[src/rtl/mrp_tx_noc_out_mc_pkg.sv]
// Shared types for the multi-channel MRP TX noc0 egress: FSM states, flit layouts,
// field widths and the payload flit-count helper.
package mrp_tx_noc_out_mc_pkg;

    localparam int XY_W       = 8;
    localparam int MSG_LEN_W  = 16;
    localparam int MSG_TYPE_W = 8;
    localparam int IP_W       = 32;
    localparam int PORT_W     = 16;
    localparam int LEN_W      = 16;
    localparam int SEL_W      = 8;

    typedef enum logic [1:0] {
        ST_IDLE,
        ST_HDR,
        ST_META,
        ST_DATA
    } state_e;

    // Field layouts; the top zero-extends them to the flit width, so the upper bits are padding.
    typedef struct packed {
        logic [XY_W-1:0]       src_y;
        logic [XY_W-1:0]       src_x;
        logic [MSG_TYPE_W-1:0] msg_type;
        logic [MSG_LEN_W-1:0]  msg_len;
        logic [XY_W-1:0]       dst_y;
        logic [XY_W-1:0]       dst_x;
    } mrp_noc_hdr_flit;

    typedef struct packed {
        logic [SEL_W-1:0]  sel;
        logic [LEN_W-1:0]  len;
        logic [PORT_W-1:0] dst_port;
        logic [PORT_W-1:0] src_port;
        logic [IP_W-1:0]   dst_ip;
        logic [IP_W-1:0]   src_ip;
    } mrp_noc_meta_flit;

    function automatic logic [16:0] flits_for_len(input logic [LEN_W-1:0] len, input int unsigned bytes);
        logic [16:0] sum;
        sum = {1'b0, len} + 17'(bytes - 1);
        return sum / 17'(bytes);
    endfunction

endpackage

[src/rtl/mrp_tx_noc_out_mc_if.sv]
// Engine-array and noc0 handshake bundle of the MRP TX egress; master is the egress block.
interface mrp_tx_noc_out_mc_if #(
    parameter int NUM_CHANNELS = 2,
    parameter int NOC_DATA_W   = 512,
    parameter int PAD_W        = $clog2(NOC_DATA_W / 8)
);
    logic                               mrp_tx_out_noc0_vrtoc_val;
    logic [NOC_DATA_W-1:0]              mrp_tx_out_noc0_vrtoc_data;
    logic                               noc0_vrtoc_mrp_tx_out_rdy;
    logic [NUM_CHANNELS-1:0]            tx_meta_val;
    logic [NUM_CHANNELS*32-1:0]         tx_src_ip;
    logic [NUM_CHANNELS*32-1:0]         tx_dst_ip;
    logic [NUM_CHANNELS*16-1:0]         tx_src_port;
    logic [NUM_CHANNELS*16-1:0]         tx_dst_port;
    logic [NUM_CHANNELS*16-1:0]         tx_len;
    logic [NUM_CHANNELS-1:0]            tx_meta_rdy;
    logic [NUM_CHANNELS-1:0]            tx_data_val;
    logic [NUM_CHANNELS*NOC_DATA_W-1:0] tx_data;
    logic [NUM_CHANNELS-1:0]            tx_data_last;
    logic [NUM_CHANNELS*PAD_W-1:0]      tx_data_padbytes;
    logic [NUM_CHANNELS-1:0]            tx_data_rdy;

    modport master (
        output mrp_tx_out_noc0_vrtoc_val, mrp_tx_out_noc0_vrtoc_data, tx_meta_rdy, tx_data_rdy,
        input  noc0_vrtoc_mrp_tx_out_rdy, tx_meta_val, tx_src_ip, tx_dst_ip, tx_src_port,
               tx_dst_port, tx_len, tx_data_val, tx_data, tx_data_last, tx_data_padbytes
    );

    modport slave (
        input  mrp_tx_out_noc0_vrtoc_val, mrp_tx_out_noc0_vrtoc_data, tx_meta_rdy, tx_data_rdy,
        output noc0_vrtoc_mrp_tx_out_rdy, tx_meta_val, tx_src_ip, tx_dst_ip, tx_src_port,
               tx_dst_port, tx_len, tx_data_val, tx_data, tx_data_last, tx_data_padbytes
    );
endinterface

[src/rtl/mrp_tx_rr_arb.sv]
// Round-robin grant over engine requests; the pointer moves past the served channel on advance.
module mrp_tx_rr_arb #(
    parameter int NUM_CHANNELS = 2,
    parameter int CH_W         = (NUM_CHANNELS > 1) ? $clog2(NUM_CHANNELS) : 1
) (
    input  logic                    clk,
    input  logic                    rst,
    input  logic [NUM_CHANNELS-1:0] req,
    input  logic                    advance,
    input  logic [CH_W-1:0]         adv_sel,
    output logic                    gnt_val,
    output logic [CH_W-1:0]         gnt
);
    logic [CH_W-1:0] ptr_q, ptr_d;

    // Scan downward so the request closest to the pointer is written last and wins.
    always_comb begin
        int idx;
        idx     = 0;
        gnt_val = 1'b0;
        gnt     = '0;
        for (int i = NUM_CHANNELS - 1; i >= 0; i--) begin
            idx = int'(ptr_q) + i;
            if (idx >= NUM_CHANNELS) idx = idx - NUM_CHANNELS;
            if (req[idx]) begin
                gnt_val = 1'b1;
                gnt     = CH_W'(idx);
            end
        end
    end

    always_comb begin
        ptr_d = ptr_q;
        if (advance) ptr_d = (adv_sel == CH_W'(NUM_CHANNELS - 1)) ? '0 : adv_sel + CH_W'(1);
    end

    always_ff @(posedge clk or negedge rst) begin
        if (!rst) ptr_q <= '0;
        else      ptr_q <= ptr_d;
    end
endmodule

[src/rtl/mrp_tx_noc_out_mc.sv]
// Multi-channel MRP TX noc0 egress: round-robin over engines, emits header, metadata,
// then len-derived payload flits while checking the engine's last/padbytes framing.
module mrp_tx_noc_out_mc
    import mrp_tx_noc_out_mc_pkg::*;
#(
    parameter logic [XY_W-1:0]       SRC_X        = '0,
    parameter logic [XY_W-1:0]       SRC_Y        = '0,
    parameter logic [XY_W-1:0]       DST_X        = '0,
    parameter logic [XY_W-1:0]       DST_Y        = '0,
    parameter int                    NUM_CHANNELS = 2,
    parameter int                    NOC_DATA_W   = 512,
    parameter logic [MSG_TYPE_W-1:0] MSG_TYPE     = 8'h0,
    localparam int CH_W  = (NUM_CHANNELS > 1) ? $clog2(NUM_CHANNELS) : 1,
    localparam int BYTES = NOC_DATA_W / 8,
    localparam int PAD_W = $clog2(BYTES)
) (
    input  logic                clk,
    input  logic                rst,
    mrp_tx_noc_out_mc_if.master io,
    output logic                err_framing,
    output logic [CH_W-1:0]     err_chan
);
    logic [NUM_CHANNELS-1:0][IP_W-1:0]       src_ip_a, dst_ip_a;
    logic [NUM_CHANNELS-1:0][PORT_W-1:0]     sport_a, dport_a;
    logic [NUM_CHANNELS-1:0][LEN_W-1:0]      len_a;
    logic [NUM_CHANNELS-1:0][NOC_DATA_W-1:0] data_a;
    logic [NUM_CHANNELS-1:0][PAD_W-1:0]      pad_a;

    assign src_ip_a = io.tx_src_ip;
    assign dst_ip_a = io.tx_dst_ip;
    assign sport_a  = io.tx_src_port;
    assign dport_a  = io.tx_dst_port;
    assign len_a    = io.tx_len;
    assign data_a   = io.tx_data;
    assign pad_a    = io.tx_data_padbytes;

    state_e             state_q, state_d;
    logic [CH_W-1:0]    sel_q, sel_d;
    logic [IP_W-1:0]    src_ip_q, src_ip_d, dst_ip_q, dst_ip_d;
    logic [PORT_W-1:0]  sport_q, sport_d, dport_q, dport_d;
    logic [LEN_W-1:0]   len_q, len_d;
    logic [16:0]        nflits_q, nflits_d, rem_q, rem_d;
    logic               err_framing_q, err_framing_d;
    logic [CH_W-1:0]    err_chan_q, err_chan_d;

    logic                    gnt_val, advance;
    logic [CH_W-1:0]         gnt;
    logic                    noc_val;
    logic [NOC_DATA_W-1:0]   noc_data;
    logic [NUM_CHANNELS-1:0] meta_rdy, data_rdy;
    logic [PAD_W-1:0]        pad_exp;
    logic                    beat_hs, final_beat;
    mrp_noc_hdr_flit         hdr;
    mrp_noc_meta_flit        meta;

    mrp_tx_rr_arb #(.NUM_CHANNELS(NUM_CHANNELS), .CH_W(CH_W)) u_arb (
        .clk     (clk),
        .rst     (rst),
        .req     (io.tx_meta_val),
        .advance (advance),
        .adv_sel (sel_q),
        .gnt_val (gnt_val),
        .gnt     (gnt)
    );

    always_comb begin
        hdr          = '0;
        hdr.dst_x    = DST_X;
        hdr.dst_y    = DST_Y;
        hdr.msg_len  = MSG_LEN_W'(nflits_q + 17'd1);
        hdr.msg_type = MSG_TYPE;
        hdr.src_x    = SRC_X;
        hdr.src_y    = SRC_Y;
        meta          = '0;
        meta.src_ip   = src_ip_q;
        meta.dst_ip   = dst_ip_q;
        meta.src_port = sport_q;
        meta.dst_port = dport_q;
        meta.len      = len_q;
        meta.sel      = SEL_W'(sel_q);
    end

    // Bytes left unused in the final beat; zero when len fills it exactly.
    assign pad_exp    = PAD_W'((BYTES - (int'(len_q) % BYTES)) % BYTES);
    assign beat_hs    = io.tx_data_val[sel_q] && io.noc0_vrtoc_mrp_tx_out_rdy;
    assign final_beat = (rem_q == 17'd1);

    always_comb begin
        state_d       = state_q;
        sel_d         = sel_q;
        src_ip_d      = src_ip_q;
        dst_ip_d      = dst_ip_q;
        sport_d       = sport_q;
        dport_d       = dport_q;
        len_d         = len_q;
        nflits_d      = nflits_q;
        rem_d         = rem_q;
        err_framing_d = err_framing_q;
        err_chan_d    = err_chan_q;
        advance       = 1'b0;
        noc_val       = 1'b0;
        noc_data      = '0;
        meta_rdy      = '0;
        data_rdy      = '0;
        case (state_q)
            ST_IDLE: if (gnt_val) begin
                meta_rdy[gnt] = 1'b1;
                sel_d         = gnt;
                src_ip_d      = src_ip_a[gnt];
                dst_ip_d      = dst_ip_a[gnt];
                sport_d       = sport_a[gnt];
                dport_d       = dport_a[gnt];
                len_d         = len_a[gnt];
                nflits_d      = flits_for_len(len_a[gnt], BYTES);
                rem_d         = nflits_d;
                state_d       = ST_HDR;
            end
            ST_HDR: begin
                noc_val  = 1'b1;
                noc_data = NOC_DATA_W'(hdr);
                if (io.noc0_vrtoc_mrp_tx_out_rdy) state_d = ST_META;
            end
            ST_META: begin
                noc_val  = 1'b1;
                noc_data = NOC_DATA_W'(meta);
                if (io.noc0_vrtoc_mrp_tx_out_rdy) begin
                    if (nflits_q != 17'd0) begin
                        state_d = ST_DATA;
                    end else begin
                        state_d = ST_IDLE;
                        advance = 1'b1;
                    end
                end
            end
            ST_DATA: begin
                noc_val         = io.tx_data_val[sel_q];
                noc_data        = data_a[sel_q];
                data_rdy[sel_q] = io.noc0_vrtoc_mrp_tx_out_rdy;
                if (beat_hs) begin
                    rem_d = rem_q - 17'd1;
                    // The beat count follows len only; framing disagreements are flagged, not obeyed.
                    if ((io.tx_data_last[sel_q] != final_beat) ||
                        (final_beat && (pad_a[sel_q] != pad_exp))) begin
                        err_framing_d = 1'b1;
                        if (!err_framing_q) err_chan_d = sel_q;
                    end
                    if (final_beat) begin
                        state_d = ST_IDLE;
                        advance = 1'b1;
                    end
                end
            end
            default: state_d = ST_IDLE;
        endcase
    end

    always_ff @(posedge clk or negedge rst) begin
        if (!rst) begin
            state_q       <= ST_IDLE;
            sel_q         <= '0;
            src_ip_q      <= '0;
            dst_ip_q      <= '0;
            sport_q       <= '0;
            dport_q       <= '0;
            len_q         <= '0;
            nflits_q      <= '0;
            rem_q         <= '0;
            err_framing_q <= 1'b0;
            err_chan_q    <= '0;
        end else begin
            state_q       <= state_d;
            sel_q         <= sel_d;
            src_ip_q      <= src_ip_d;
            dst_ip_q      <= dst_ip_d;
            sport_q       <= sport_d;
            dport_q       <= dport_d;
            len_q         <= len_d;
            nflits_q      <= nflits_d;
            rem_q         <= rem_d;
            err_framing_q <= err_framing_d;
            err_chan_q    <= err_chan_d;
        end
    end

    assign io.mrp_tx_out_noc0_vrtoc_val  = noc_val;
    assign io.mrp_tx_out_noc0_vrtoc_data = noc_data;
    assign io.tx_meta_rdy                = meta_rdy;
    assign io.tx_data_rdy                = data_rdy;
    assign err_framing                   = err_framing_q;
    assign err_chan                      = err_chan_q;
endmodule

[src/flat_wrapper.sv]
// flat-port wrapper written by rule: the top's interface ports become plain ports
module mrp_tx_noc_out_mc_flat import mrp_tx_noc_out_mc_pkg::*;
#(
    parameter logic [XY_W-1:0]       SRC_X        = '0,
    parameter logic [XY_W-1:0]       SRC_Y        = '0,
    parameter logic [XY_W-1:0]       DST_X        = '0,
    parameter logic [XY_W-1:0]       DST_Y        = '0,
    parameter int                    NUM_CHANNELS = 2,
    parameter int                    NOC_DATA_W   = 512,
    parameter logic [MSG_TYPE_W-1:0] MSG_TYPE     = 8'h0,
    localparam int CH_W  = (NUM_CHANNELS > 1) ? $clog2(NUM_CHANNELS) : 1,
    localparam int BYTES = NOC_DATA_W / 8,
    localparam int PAD_W = $clog2(BYTES)
)
  (clk, rst, err_framing, err_chan, io_mrp_tx_out_noc0_vrtoc_val, io_mrp_tx_out_noc0_vrtoc_data, io_tx_meta_rdy, io_tx_data_rdy, io_noc0_vrtoc_mrp_tx_out_rdy, io_tx_meta_val, io_tx_src_ip, io_tx_dst_ip, io_tx_src_port, io_tx_dst_port, io_tx_len, io_tx_data_val, io_tx_data, io_tx_data_last, io_tx_data_padbytes);
  mrp_tx_noc_out_mc_if #(.NUM_CHANNELS(NUM_CHANNELS), .NOC_DATA_W(NOC_DATA_W)) io_i ();
  input  logic clk;
  input  logic rst;
  output logic err_framing;
  output logic [CH_W-1:0] err_chan;
  output wire logic [$bits(io_i.mrp_tx_out_noc0_vrtoc_val)-1:0] io_mrp_tx_out_noc0_vrtoc_val;
  output wire logic [$bits(io_i.mrp_tx_out_noc0_vrtoc_data)-1:0] io_mrp_tx_out_noc0_vrtoc_data;
  output wire logic [$bits(io_i.tx_meta_rdy)-1:0] io_tx_meta_rdy;
  output wire logic [$bits(io_i.tx_data_rdy)-1:0] io_tx_data_rdy;
  input wire logic [$bits(io_i.noc0_vrtoc_mrp_tx_out_rdy)-1:0] io_noc0_vrtoc_mrp_tx_out_rdy;
  input wire logic [$bits(io_i.tx_meta_val)-1:0] io_tx_meta_val;
  input wire logic [$bits(io_i.tx_src_ip)-1:0] io_tx_src_ip;
  input wire logic [$bits(io_i.tx_dst_ip)-1:0] io_tx_dst_ip;
  input wire logic [$bits(io_i.tx_src_port)-1:0] io_tx_src_port;
  input wire logic [$bits(io_i.tx_dst_port)-1:0] io_tx_dst_port;
  input wire logic [$bits(io_i.tx_len)-1:0] io_tx_len;
  input wire logic [$bits(io_i.tx_data_val)-1:0] io_tx_data_val;
  input wire logic [$bits(io_i.tx_data)-1:0] io_tx_data;
  input wire logic [$bits(io_i.tx_data_last)-1:0] io_tx_data_last;
  input wire logic [$bits(io_i.tx_data_padbytes)-1:0] io_tx_data_padbytes;
  assign io_mrp_tx_out_noc0_vrtoc_val = io_i.mrp_tx_out_noc0_vrtoc_val;
  assign io_mrp_tx_out_noc0_vrtoc_data = io_i.mrp_tx_out_noc0_vrtoc_data;
  assign io_tx_meta_rdy = io_i.tx_meta_rdy;
  assign io_tx_data_rdy = io_i.tx_data_rdy;
  assign io_i.noc0_vrtoc_mrp_tx_out_rdy = io_noc0_vrtoc_mrp_tx_out_rdy;
  assign io_i.tx_meta_val = io_tx_meta_val;
  assign io_i.tx_src_ip = io_tx_src_ip;
  assign io_i.tx_dst_ip = io_tx_dst_ip;
  assign io_i.tx_src_port = io_tx_src_port;
  assign io_i.tx_dst_port = io_tx_dst_port;
  assign io_i.tx_len = io_tx_len;
  assign io_i.tx_data_val = io_tx_data_val;
  assign io_i.tx_data = io_tx_data;
  assign io_i.tx_data_last = io_tx_data_last;
  assign io_i.tx_data_padbytes = io_tx_data_padbytes;
  mrp_tx_noc_out_mc #(.SRC_X(SRC_X), .SRC_Y(SRC_Y), .DST_X(DST_X), .DST_Y(DST_Y), .NUM_CHANNELS(NUM_CHANNELS), .NOC_DATA_W(NOC_DATA_W), .MSG_TYPE(MSG_TYPE)) u_core (.clk(clk), .rst(rst), .io(io_i), .err_framing(err_framing), .err_chan(err_chan));
endmodule
[config.mk]
export PLATFORM = sky130hd
export DESIGN_NAME = mrp_tx_noc_out_mc_flat
export DESIGN_NICKNAME = d
export VERILOG_FILES = /design/src/rtl/mrp_tx_noc_out_mc_pkg.sv /design/src/rtl/mrp_tx_noc_out_mc_if.sv /design/src/rtl/mrp_tx_rr_arb.sv /design/src/rtl/mrp_tx_noc_out_mc.sv /design/src/flat_wrapper.sv
export SDC_FILE = /design/constraint.sdc
export NUM_CORES = 1
export LEC_CHECK = 0
export ABC_AREA = 1
export CORE_AREA = 10 10 693 695
export CTS_CLUSTER_DIAMETER = 60
export DETAILED_ROUTE_END_ITERATION = 7
export DIE_AREA = 0 0 703 705
export HOLD_SLACK_MARGIN = 0.05
export PLACE_DENSITY = 0.3
export SYNTH_ARGS = -nofsm -noshare
export SYNTH_HDL_FRONTEND = slang
export SYNTH_SLANG_ARGS = --single-unit
export TNS_END_PERCENT = 5
[constraint.sdc]
create_clock -name clk -period 6.4 [get_ports clk]
set_input_delay 1.28 -clock clk [delete_from_list [all_inputs] [get_ports clk]]
set_output_delay 1.28 -clock clk [all_outputs]
set_load 0.01 [all_outputs]
* Yosys cells after proc, flatten, opt, wreduce, memory -nomap -nowiden
Cells that the tools add are included.
Storage, ports and cells: output and inout bits 519, flip-flop bits (word level) 146, word-level logic and storage cells 110
Cells by class: eq/ne operators 11, muxes and demuxes 55, bitwise logic cells 2, reduce and logical (&&, ||, !) cells 14, magnitude comparators 8, $add $sub $neg 8
Operator list (number):
- 512-bit case mux with 3 select lines | 1
- 512-bit two-way mux | 2
- 32-bit two-way mux | 6
- 16-bit two-way mux | 6
- 32-bit by 3-bit less-than comparator with 1-bit output (second input constant) | 2
- 17-bit two-way mux | 2
- 17-bit case mux with 2 select lines | 1
- 32-bit by 3-bit greater-or-equal comparator with 1-bit output (second input constant) | 1
- 32-bit by 3-bit subtractor with 32-bit output (second input constant) | 1
- 1-bit two-way mux | 21
- 2-bit two-way mux | 9
- 16-bit by 6-bit adder with 17-bit output (second input constant) | 1
- 17-bit by 1-bit == test with 1-bit output (second input constant) | 1
- 17-bit nonzero test | 1
- 17-bit by 1-bit subtractor with 17-bit output (second input constant) | 1
- 11-bit by 1-bit adder with 12-bit output (second input constant) | 1
- 6-bit two-way mux | 2
- 2-bit case mux with 4 select lines | 1
- 2-bit by 1-bit != test with 1-bit output (second input constant) | 3
- 6-bit != test | 1
- 3-bit AND reduction | 2
- 1-bit by 6-bit subtractor with 6-bit output (first input constant) | 1
- 5-bit AND reduction | 1
- 2-bit == test (second input constant) | 2
- other kinds (20) | 28

* Depth between registers and ports, before layout
Gate-level depths: netlist (run 1).
depth after elaboration 14, depth in mapped cells 15, gate-level depth less buffers 14

* By module
A second synthesis (run 1) with hierarchy kept.
Unflattened totals: cell total of the unflattened synthesis 3135, area, all modules 16369.4 µm²
By module, submodules not included:
- mrp_tx_noc_out_mc | area each 16310.6 µm², cells each 3126, times used 1, seq. area each 3628.5 µm²
- mrp_tx_rr_arb | area each 58.8 µm², cells each 9, times used 1, seq. area each 25.0 µm²

* Worst setup path after synthesis (run 1)
No wires, ideal clock.
path kind input port to output port, from input port io_tx_meta_val[0], to output port io_tx_meta_rdy[1], stages 6, slack 3.071 ns, path buffers 3, arrival 2.049 ns, path through nand2_4 -> nand2_4 -> buf_6 -> buf_6 -> nor2_2 -> buf_2
Between the ends: longest elaborated chain between the ends 11
RTL lines:
- from (decl) | line flat_wrapper.sv:26 | input wire logic [$bits(io_i.tx_meta_val)-1:0] io_tx_meta_val;
- 1-bit two-way mux (not written as such) (3 in a row) | line mrp_tx_rr_arb.sv:25 | if (req[idx]) begin
- 1-bit two-way mux (2 in a row) | line mrp_tx_rr_arb.sv:25
- 1-bit by 2-bit less-than comparator with 1-bit output (not written as such) / 1-bit greater-or-equal comparator (equally long branches) | line mrp_tx_noc_out_mc.sv:107 | meta_rdy[gnt] = 1'b1;
- 1-bit logical AND (not written as such) | line mrp_tx_noc_out_mc.sv:107
- 1-bit two-way mux (not written as such) | line mrp_tx_noc_out_mc.sv:107
- 1-bit demux with 1-bit select
- 2-bit two-way mux (*) | line mrp_tx_noc_out_mc.sv:106 | ST_IDLE: if (gnt_val) begin
- 2-bit two-way mux (*) | line mrp_tx_noc_out_mc.sv:105 | case (state_q)
- to (decl) | line flat_wrapper.sv:23 | output wire logic [$bits(io_i.tx_meta_rdy)-1:0] io_tx_meta_rdy;
Mark *: on every way between the ends. The rest lies on a longest branch, timed or not. The select of a mux whose other input is x is not followed.

* Worst setup path in the final report (run 1)
from register u_core.state_q[0], to output port io_mrp_tx_out_noc0_vrtoc_data[178]
Between the ends: longest elaborated chain between the ends 2
RTL lines:
- from (decl) | line mrp_tx_noc_out_mc.sv:37 | state_e state_q, state_d;
- from (signal assigned) | line mrp_tx_noc_out_mc.sv:171 | state_q <= state_d;
- 2-bit == test / 2-bit by 1-bit == test with 1-bit output (equally long branches) | line mrp_tx_noc_out_mc.sv:105
- 512-bit case mux with 3 select lines (*) | line mrp_tx_noc_out_mc.sv:105
- to (decl) | line flat_wrapper.sv:22 | output wire logic [$bits(io_i.mrp_tx_out_noc0_vrtoc_data)-1:0] io_mrp_tx_out_noc0_vrtoc_data;
Mark *: on every way between the ends. The rest lies on a longest branch, timed or not.

==> impl_metrics.tcl, run 1 <==
set metrics [dict create \
    multiInputGateArea_sq_um 10900 \
    clock_path_buffers 3 \
    postCtsResizedCells 0 \
    cts_max_level 4 \
    start_util 0.0347 \
    synth-edff-count 0 \
    reg2reg_from "u_core.state_q[0]" \
    grt_max_degree 80 \
    drv_cap 0 \
    yosysWarnings 0 \
    detailroute.via_count 29800 \
    rsz0062_at_grt "no" \
    synthCells 3106 \
    placed_cell_area_sq_um 41600 \
    cts-root-buf "clkbuf_16" \
    hold_viol_final 0 \
    clkLatencyLatePin_ps 560 \
    r2r-end "u_core.dst_ip_q[15]" \
    post-place-cells 10900 \
    synth-main-ff-cell "dfrtp_1" \
    yosysUniqueCellTypes 44 \
    synth_area_leaders "dfrtp_1, nand2_1, nor2_1, nor3_1, nand3_1" \
    cp_max_fo 30 \
    finalClockSkew_ps 33.4 \
    port_buffers 1787 \
    p_leak_uw 0.0152 \
    coreArea_sq_um 466000 \
    avgRoutedWirePerCell_microns 34.8 \
    fin_area_sq_um 42500 \
    drt_iter0_drc 2297 \
    required_ps 5120 \
    clkSlewWorstSetupHoldPaths_ps 80 \
    endpoint_kind "output port" \
    drt-total-wl_microns 385000 \
    drc 0 \
    start_kind "register" \
    grt_antenna_before_repair 351 \
    crit_start "u_core.state_q[0]" \
    period_share 0.846 \
    cts_num_sinks 146 \
    grt_usage 0.148 \
    fin_crit_ps 5410 \
    synth_top_cell_by_area "dfrtp_1" \
    synth_area_per_cell_sq_um 5.21 \
    synth-seq-cells 146 \
    rows 251 \
    chipWidth_microns 703 \
    maxSlewHeadroom 0.209 \
    netlist_area_sq_um 16200 \
    post_cts_buffers 0 \
    cts_buffers 25 \
    num_io_pins 1788 \
    ant_nets 0 \
    arrival_ps 4130 \
    cp-endpoint "io_mrp_tx_out_noc0_vrtoc_data[178]" \
    seq_area_sq_um 3660 \
    die_y_microns 705 \
    min_path_type "register to register" \
    synth_top_area_frac 0.226 \
    drt_first_pass_iters 5 \
    status "finished, final reports clean" \
    ys_async_sr_fraction 1.00 \
    irDropWorstVdd_v 0.000177 \
    grt_pass1_vias 29200 \
    stdcell_count 11000 \
    fmax_ghz 0.185 \
    viasPerCell 2.70 \
    grt_overflow 0 \
    fin_nets 6038 \
    cts_tree "yes" \
    finalMaxSlewViolations 0 \
    area_growth_pct 163 \
    grt_first_pass_wirelength_microns 449000 \
    post-dp-hpwl_microns 353000 \
    syn_nets 4384 \
    max_slew.worst_pin.slew_ps 1180 \
    dieArea_sq_um 496000 \
    setup_viol_count_final 0 \
    final.setup.tns_ps 0 \
    fillerInstances 55100 \
    reg2reg_slack_ps 2500 \
    final_util 0.0912 \
    worstSetupPathType "register to output port" \
    synth_seq_area_share 0.226 \
    power_density_nw_per_um2 357 \
    hold-path-cell-count 1 \
    gp_congestion 1.01 \
    worst_r2r_path_depth 9 \
    drive_gt1_frac 0.0323 \
    holdBufCountCts 0 \
]
-- synthesized netlist by cell type, types with 3 or more instances --
| library cell | instances |
|---|---|
| or2_2 | 3 |
| buf_4 | 10 |
| buf_1 | 18 |
| xor2_1 | 4 |
| buf_6 | 3 |
| buf_2 | 46 |
| a31oi_1 | 5 |
| nor3_1 | 406 |
| nor2_1 | 850 |
| a22o_1 | 3 |
| a21oi_1 | 26 |
| o21bai_1 | 3 |
| nand2_1 | 894 |
| dfrtp_1 | 146 |
| inv_1 | 176 |
| nand3b_1 | 5 |
| xnor2_1 | 3 |
| o211ai_1 | 5 |
| o21ai_0 | 40 |
| ha_1 | 9 |
| inv_2 | 4 |
| nand4_1 | 9 |
| nor2_2 | 3 |
| nand2_2 | 6 |
| clkbuf_1 | 153 |
| nand3_1 | 239 |
| o21ai_1 | 7 |
| a41oi_1 | 8 |
-- per-stage QoR --
stage	worst slack [ps]	power, uW	hold WS, ps
detailed placement	1280	14100	469
CTS	664	15700	485
global placement	1340	14200	472
floorplan	3070	6130	424
global route	691	16300	510
finish	986	15200	479
-- report_power, final --
group          switching (uW)  total (uW)  internal, uW
logic                    7470       11500          4060
registers                 813        2170          1360
clock network             650        1450           804
total                    8930       15200          6220
-- final cells by class --
type | instances | area share
Antenna cell | 81 | 0.00477
Clock buffer | 27 | 0.0154
Clock inverter | 4 | 0.00171
Inverter | 181 | 0.0165
Multi-Input combinational cell | 2549 | 0.256
Sequential cell | 146 | 0.0861
Tap cell | 6198 | 0.183
Timing Repair Buffer | 1857 | 0.437
-- cells in the final DEF (no fill, tap or decap), types with 3 or more instances in the layout --
| cell type | Yosys | layout |
|---|---|---|
| diode_2 | 0 | 81 |
| a31oi_1 | 5 | 5 |
| a22o_1 | 3 | 3 |
| a41oi_1 | 8 | 8 |
| nor3_1 | 406 | 406 |
| nor2_4 | 1 | 3 |
| nand2_4 | 2 | 3 |
| nand3b_1 | 5 | 5 |
| ha_1 | 9 | 8 |
| buf_4 | 10 | 77 |
| a21oi_1 | 26 | 26 |
| clkbuf_16 | 0 | 25 |
| xor2_1 | 4 | 4 |
| nand2_1 | 894 | 893 |
| buf_12 | 0 | 16 |
| inv_4 | 0 | 3 |
| xnor2_1 | 3 | 3 |
| nand3_1 | 239 | 239 |
| inv_1 | 176 | 175 |
| o211ai_1 | 5 | 5 |
| o21bai_1 | 3 | 3 |
| o21ai_1 | 7 | 7 |
| clkbuf_8 | 0 | 3 |
| nand2_2 | 6 | 6 |
| o21ai_0 | 40 | 40 |
| or2_2 | 3 | 3 |
| nand4_1 | 9 | 9 |
| clkdlybuf4s50_1 | 0 | 1763 |
| nor2_1 | 850 | 849 |
| dfrtp_1 | 146 | 145 |
-- kinds of logic (layout without fill, tap and decap cells) --
family                   count (synthesis)  after routing  synth area share
XOR/XNOR                                 8              8           0.00480
AND/OR/NAND/NOR                       2421           2421             0.618
flip-flops                             146            146             0.226
AO/OA/AOI/OAI                          111            111            0.0412
buffers and inverters                  411           2069             0.103
other                                    0             81                 0
adder cells (fa/ha/maj)                  9              9           0.00697
-- flip-flops by register name, summed over array words and instances (netlist names), 2 cells and up --
name             cells
u_core.dst_ip_q     32
u_core.dport_q      16
u_core.src_ip_q     32
u_core.sport_q      16
u_core.nflits_q     11
u_core.rem_q        17
u_core.len_q        16
u_core.state_q       2
-- how the worst min path moves through the flow --
stage | from | endpoint
2_1_floorplan | u_core.rem_q[16] | u_core.rem_q[16]
3_3_place_gp | u_core.rem_q[16] | u_core.rem_q[16]
3_5_place_dp | u_core.rem_q[16] | u_core.rem_q[16]
4_1_cts | u_core.rem_q[16] | u_core.rem_q[16]
5_1_grt | u_core.dst_ip_q[15] | u_core.dst_ip_q[15]
6_report | u_core.rem_q[16] | u_core.rem_q[16]
-- per-layer routing --
metal / global-route usage / vias up / routed length (microns)
met5: 0 / - / 596
met4: 0.0240 / 96 / 8280
met3: 0.0627 / 606 / 39500
met2: 0.263 / 1786 / 189000
met1: 0.165 / 14200 / 147000
li1: - / 13200 / -
-- worst max-delay path, stage by stage, from the launching register on --
cell and delay [ps]:
dfrtp_1 400, inv_1 120, ha_1 490, inv_4 190
nand2_4 260, buf_12 310, nor3_1 970, clkdlybuf4s50_1 730
Note: power is estimated with default switching activity, not from simulation.
==> run 2: changes to the inputs <==
CORE_AREA = 10 10 696 698   (was 10 10 693 695)
DIE_AREA = 0 0 706 708   (was 0 0 703 705)
clock period = 5.3 ns   (was 6.4 ns; I/O delays follow)
==> impl_metrics.tcl, run 2 (synthesized netlist as in run 1, its figures left out) <==
set metrics [dict create \
    status "finished, final reports clean" \
    coreArea_sq_um 470000 \
    clkLatencyLatePin_ps 600 \
    switching_share 0.582 \
    post-dp-hpwl_microns 344000 \
    arrival_ps 3810 \
    grt_util_met2 0.254 \
    endpoint_kind "output port" \
    grt_overflow 0 \
    cp_slowest_stage_delay_ps 690 \
    dieArea_sq_um 500000 \
    die_y_microns 708 \
    viasPerCell 2.66 \
    final_common_cell "clkdlybuf4s50_1" \
    rows 252 \
    avgRoutedWirePerCell_microns 33.9 \
    min_path_type "primary input to asynchronous set/reset pin" \
    grt_max_degree 105 \
    combPwrFrac 0.763 \
    grt_busiest_layer "met2" \
    max_slew.worst_pin.slew_ps 1190 \
    post_cts_buffers 0 \
    finalClockSkew_ps 71.0 \
    gp_congestion 0.927 \
    p_leak_uw 0.0156 \
    cts_tree "yes" \
    critical_path.slowest_cell "clkdlybuf4s50_1" \
    final_cell_mix "clkdlybuf4s50_1, nand2_1, nor2_1, nor3_1, nand3_1" \
    use_met3 0.0598 \
    grtUsageMet1 0.163 \
    holdBufCountCts 0 \
    hold_slack_ps 432 \
    drt-total-wl_microns 376000 \
    seq_power_share 0.137 \
    clock_path_buffers 3 \
    largestRegisters "u_core.dst_ip_q: 32 flops, u_core.src_ip_q: 32 flops, u_core.rem_q: 17 flops" \
    drt_first_pass_iters 6 \
    drt_iter0_drc 2100 \
    postCtsResizedCells 0 \
    cts_num_sinks 146 \
    critPathTopFamily "buffers and inverters" \
    cts_max_level 4 \
    irDropWorstVdd_v 0.000311 \
    drive_gt1_frac 0.0476 \
    worstPathBufferInverterCount 4 \
    start_util 0.0344 \
    fillerInstances 55500 \
    crit_chain "inv_1 > ha_1 > inv_4 > nand2_4 > buf_4 > nor3_1 > clkdlybuf4s50_1" \
    clkSlewWorstSetupHoldPaths_ps 100 \
    area_growth_pct 166 \
    p_int_uw 7730 \
    grt_pass1_vias 29400 \
    rsz0062_at_grt "no" \
    period_share 0.918 \
    worstSetupPathType "register to output port" \
    hold_viol_final 0 \
    cts-root-buf "clkbuf_16" \
    num_io_pins 1788 \
    drc 0 \
    port_buffers 1787 \
    grt_usage 0.143 \
    fin_nets 6063 \
    fmax_ghz 0.205 \
    power_density_nw_per_um2 431 \
    finalMaxSlewViolations 0 \
    maxSlewHeadroom 0.205 \
    final.setup.tns_ps 0 \
    required_ps 4240 \
    grt_first_pass_wirelength_microns 441000 \
    chipWidth_microns 706 \
    setup_viol_count_final 0 \
    ant_nets 0 \
    p_switching_uw 10800 \
    fin_crit_ps 4870 \
    grt_antenna_before_repair 352 \
    cts_buffers 25 \
    drv_cap 0 \
    clkPwrFrac 0.100 \
    detailroute.via_count 29500 \
    total_power_uw 18500 \
    start_kind "register" \
    cp_max_fo 17 \
]
[run 2: changes by cell type in the layout (fill, tap and decap cells not counted), sizes merged]
cell,previous run,this run
clkinv,1,3
clkinvlp,1,0
bufinv,2,3
clkdlybuf4s50,1763,1714
buf,93,168
clkbuf,28,26
[run 2: layout make-up]
cell class / instances / area, sq um / area share
clock inverter: 6 / 105 / 0.00245
multi-input combinational: 2549 / 10900 / 0.253
clock buffer: 26 / 629 / 0.0147
tap: 6223 / 7790 / 0.181
timing repair buffer: 1882 / 19000 / 0.442
sequential: 146 / 3660 / 0.0852
inverter: 181 / 697 / 0.0162
antenna: 81 / 203 / 0.00472
[run 2: worst paths after layout]
| path | end | startpoint | cells after the start | slack [ps] |
|---|---|---|---|---|
| worst max register to register | u_core.dst_ip_q[6] | u_core.state_q[0] | 11 | 1860 |
| worst max-delay path | io_mrp_tx_out_noc0_vrtoc_data[126] | u_core.state_q[0] | 7 | 430 |
| worst min-delay path | u_core.sport_q[8] | rst | 1 | 430 |
| worst min register to register | u_core.rem_q[16] | u_core.rem_q[16] | 1 | 460 |
| max in group asynchronous | u_core.dport_q[6] | rst | 2 | 3830 |
| min in group clk | u_core.rem_q[16] | u_core.rem_q[16] | 1 | 460 |
[run 2: power by group through the flow]
stage	registers (uW)	logic (uW)	clock network, uW
floorplan	1900	5510	0
global placement	2620	14700	0
detailed placement	2620	14600	0
CTS	2600	14700	1980
global route	2640	15300	1990
finish	2530	14100	1850
[run 2: per-layer routing]
metal	wire length (microns)	up-vias
li1	-	13200
met1	146000	13900
met2	185000	1710
met3	37500	547
met4	6640	84
met5	539	-
[run 2: through the flow]
stage | cells | instance area, sq um | setup slack [ps] | utilization
final | 11100 | 42900 | 433 | 0.0914
after global placement | 11000 | 42000 | 875 | 0.0894
after CTS | 11000 | 42700 | 281 | 0.0909
after detailed placement | 11000 | 42000 | 872 | 0.0894
after floorplan | 3106 | 16200 | 2410 | -
after global routing | 11000 | 42800 | 208 | 0.0910
==> run 3: changes to the inputs <==
CAP_MARGIN = 25   (was default)
==> impl_metrics.tcl, run 3 (synthesized netlist as in run 1, its figures left out) <==
set metrics [dict create \
    status "finished, final reports clean" \
    area_growth_pct 166 \
    hold_viol_final 0 \
    fin_nets 6068 \
    setup_viol_count_final 0 \
    holdBufCountCts 0 \
    clkPwrFrac 0.102 \
    grt_antenna_before_repair 350 \
    combPwrFrac 0.761 \
    grt_usage 0.143 \
    grtUsageMet1 0.164 \
    post_cts_buffers 0 \
    grt_busiest_layer "met2" \
    worstSetupPathType "register to output port" \
    final_common_cell "clkdlybuf4s50_1" \
    maxSlewHeadroom 0.306 \
    stdcell_count 11100 \
    final.setup.tns_ps 0 \
    power_density_nw_per_um2 432 \
    fin_ws_ps 369 \
    irDropWorstVdd_v 0.000330 \
    chipWidth_microns 706 \
    drt_iter0_drc 2162 \
    final_util 0.0915 \
    use_met3 0.0587 \
    viasPerCell 2.66 \
    place_ws_ps 864 \
    gp_congestion 0.927 \
    fmax_ghz 0.203 \
    rows 252 \
    dieArea_sq_um 500000 \
    die_y_microns 708 \
    finalClockSkew_ps 89.8 \
    largestRegisters "u_core.dst_ip_q: 32 flops, u_core.src_ip_q: 32 flops, u_core.rem_q: 17 flops" \
    cts-root-buf "clkbuf_16" \
    num_io_pins 1788 \
    grt_util_met2 0.256 \
    cp_max_fo 17 \
    required_ps 4240 \
    postCtsResizedCells 0 \
    grt_overflow 0 \
    p_int_uw 7760 \
    start_util 0.0344 \
    hold_slack_ps 430 \
    post-dp-hpwl_microns 344000 \
    p_leak_uw 0.0156 \
    arrival_ps 3870 \
    period_share 0.930 \
    seq_power_share 0.137 \
    drt_first_pass_iters 7 \
    max_slew.worst_pin.slew_ps 1040 \
    cts_num_sinks 146 \
    detailroute.via_count 29500 \
    final_cell_mix "clkdlybuf4s50_1, nand2_1, nor2_1, nor3_1, nand3_1" \
    cts_buffers 25 \
    clkLatencyLatePin_ps 620 \
    start_kind "register" \
    coreArea_sq_um 470000 \
    drv_cap 0 \
    cts_max_level 4 \
    post-place-cells 11000 \
    avgRoutedWirePerCell_microns 33.9 \
    cts_tree "yes" \
    finalMaxSlewViolations 0 \
    rsz0062_at_grt "no" \
    reg2reg_slack_ps 1860 \
    drive_gt1_frac 0.0488 \
    fin_crit_ps 4930 \
    min_path_type "primary input to asynchronous set/reset pin" \
    grt_first_pass_wirelength_microns 442000 \
    clock_path_buffers 3 \
    switching_share 0.582 \
    drt-total-wl_microns 376000 \
    port_buffers 1787 \
    p_switching_uw 10800 \
    grt_max_degree 105 \
    ant_nets 0 \
    grt_pass1_vias 29400 \
    endpoint_kind "output port" \
    drc 0 \
    clkSlewWorstSetupHoldPaths_ps 100 \
]
[run 3: cell types whose count changed in the layout (fill, tap and decap cells not counted), sizes merged]
cell	previous run	this run
buf	168	173
clkbuf	26	27
diode	81	78
[run 3: through the flow]
stage                     total power (uW)  instance area, sq um
after CTS                            19300                 42800
after global placement               17300                 42000
after global routing                 20000                 42900
after floorplan                       7400                 16200
final                                18600                 43000
after detailed placement             17200                 42100
[run 3: final timing paths]
kind	startpoint	endpoint	depth (start not counted)
worst max-delay path	u_core.state_q[0]	io_mrp_tx_out_noc0_vrtoc_data[190]	7
worst min-delay path	rst	u_core.sport_q[9]	1
worst max register to register	u_core.state_q[0]	u_core.dst_ip_q[6]	11
worst min register to register	u_core.rem_q[16]	u_core.rem_q[16]	1
max in group asynchronous	rst	u_core.dport_q[6]	2
min in group clk	u_core.rem_q[16]	u_core.rem_q[16]	1
[run 3: power groups by stage]
stage / logic, uW / registers (uW) / clock network (uW)
2_1_floorplan: 5510 / 1900 / 0
3_3_place_gp: 14700 / 2620 / 0
3_5_place_dp: 14600 / 2620 / 0
4_1_cts: 14700 / 2600 / 2020
5_1_grt: 15400 / 2640 / 2030
6_report: 14100 / 2550 / 1900
[run 3: critical path, cell delays in order, from the launching register on]
cell and delay (ps):
dfrtp_1 410, inv_1 130, ha_1 480, inv_4 180
nand2_4 310, buf_4 380, nor3_1 690, clkdlybuf4s50_1 690
[run 3: per-layer routing]
metal  share of wire  wire length, microns
met1            0.39                145000
met3            0.10                 38800
met2            0.50                186000
met5          0.0014                   508
met4           0.014                  5080
[run 3: layout make-up]
type,count,area (sq um)
fillers,55500,427000
repair buffers,1887,19100
multi-input cells,2549,10900
well taps,6223,7790
flip-flops and latches,146,3660
inverters,181,697
clock buffers,27,643
diodes,78,195
clock inverters,6,105
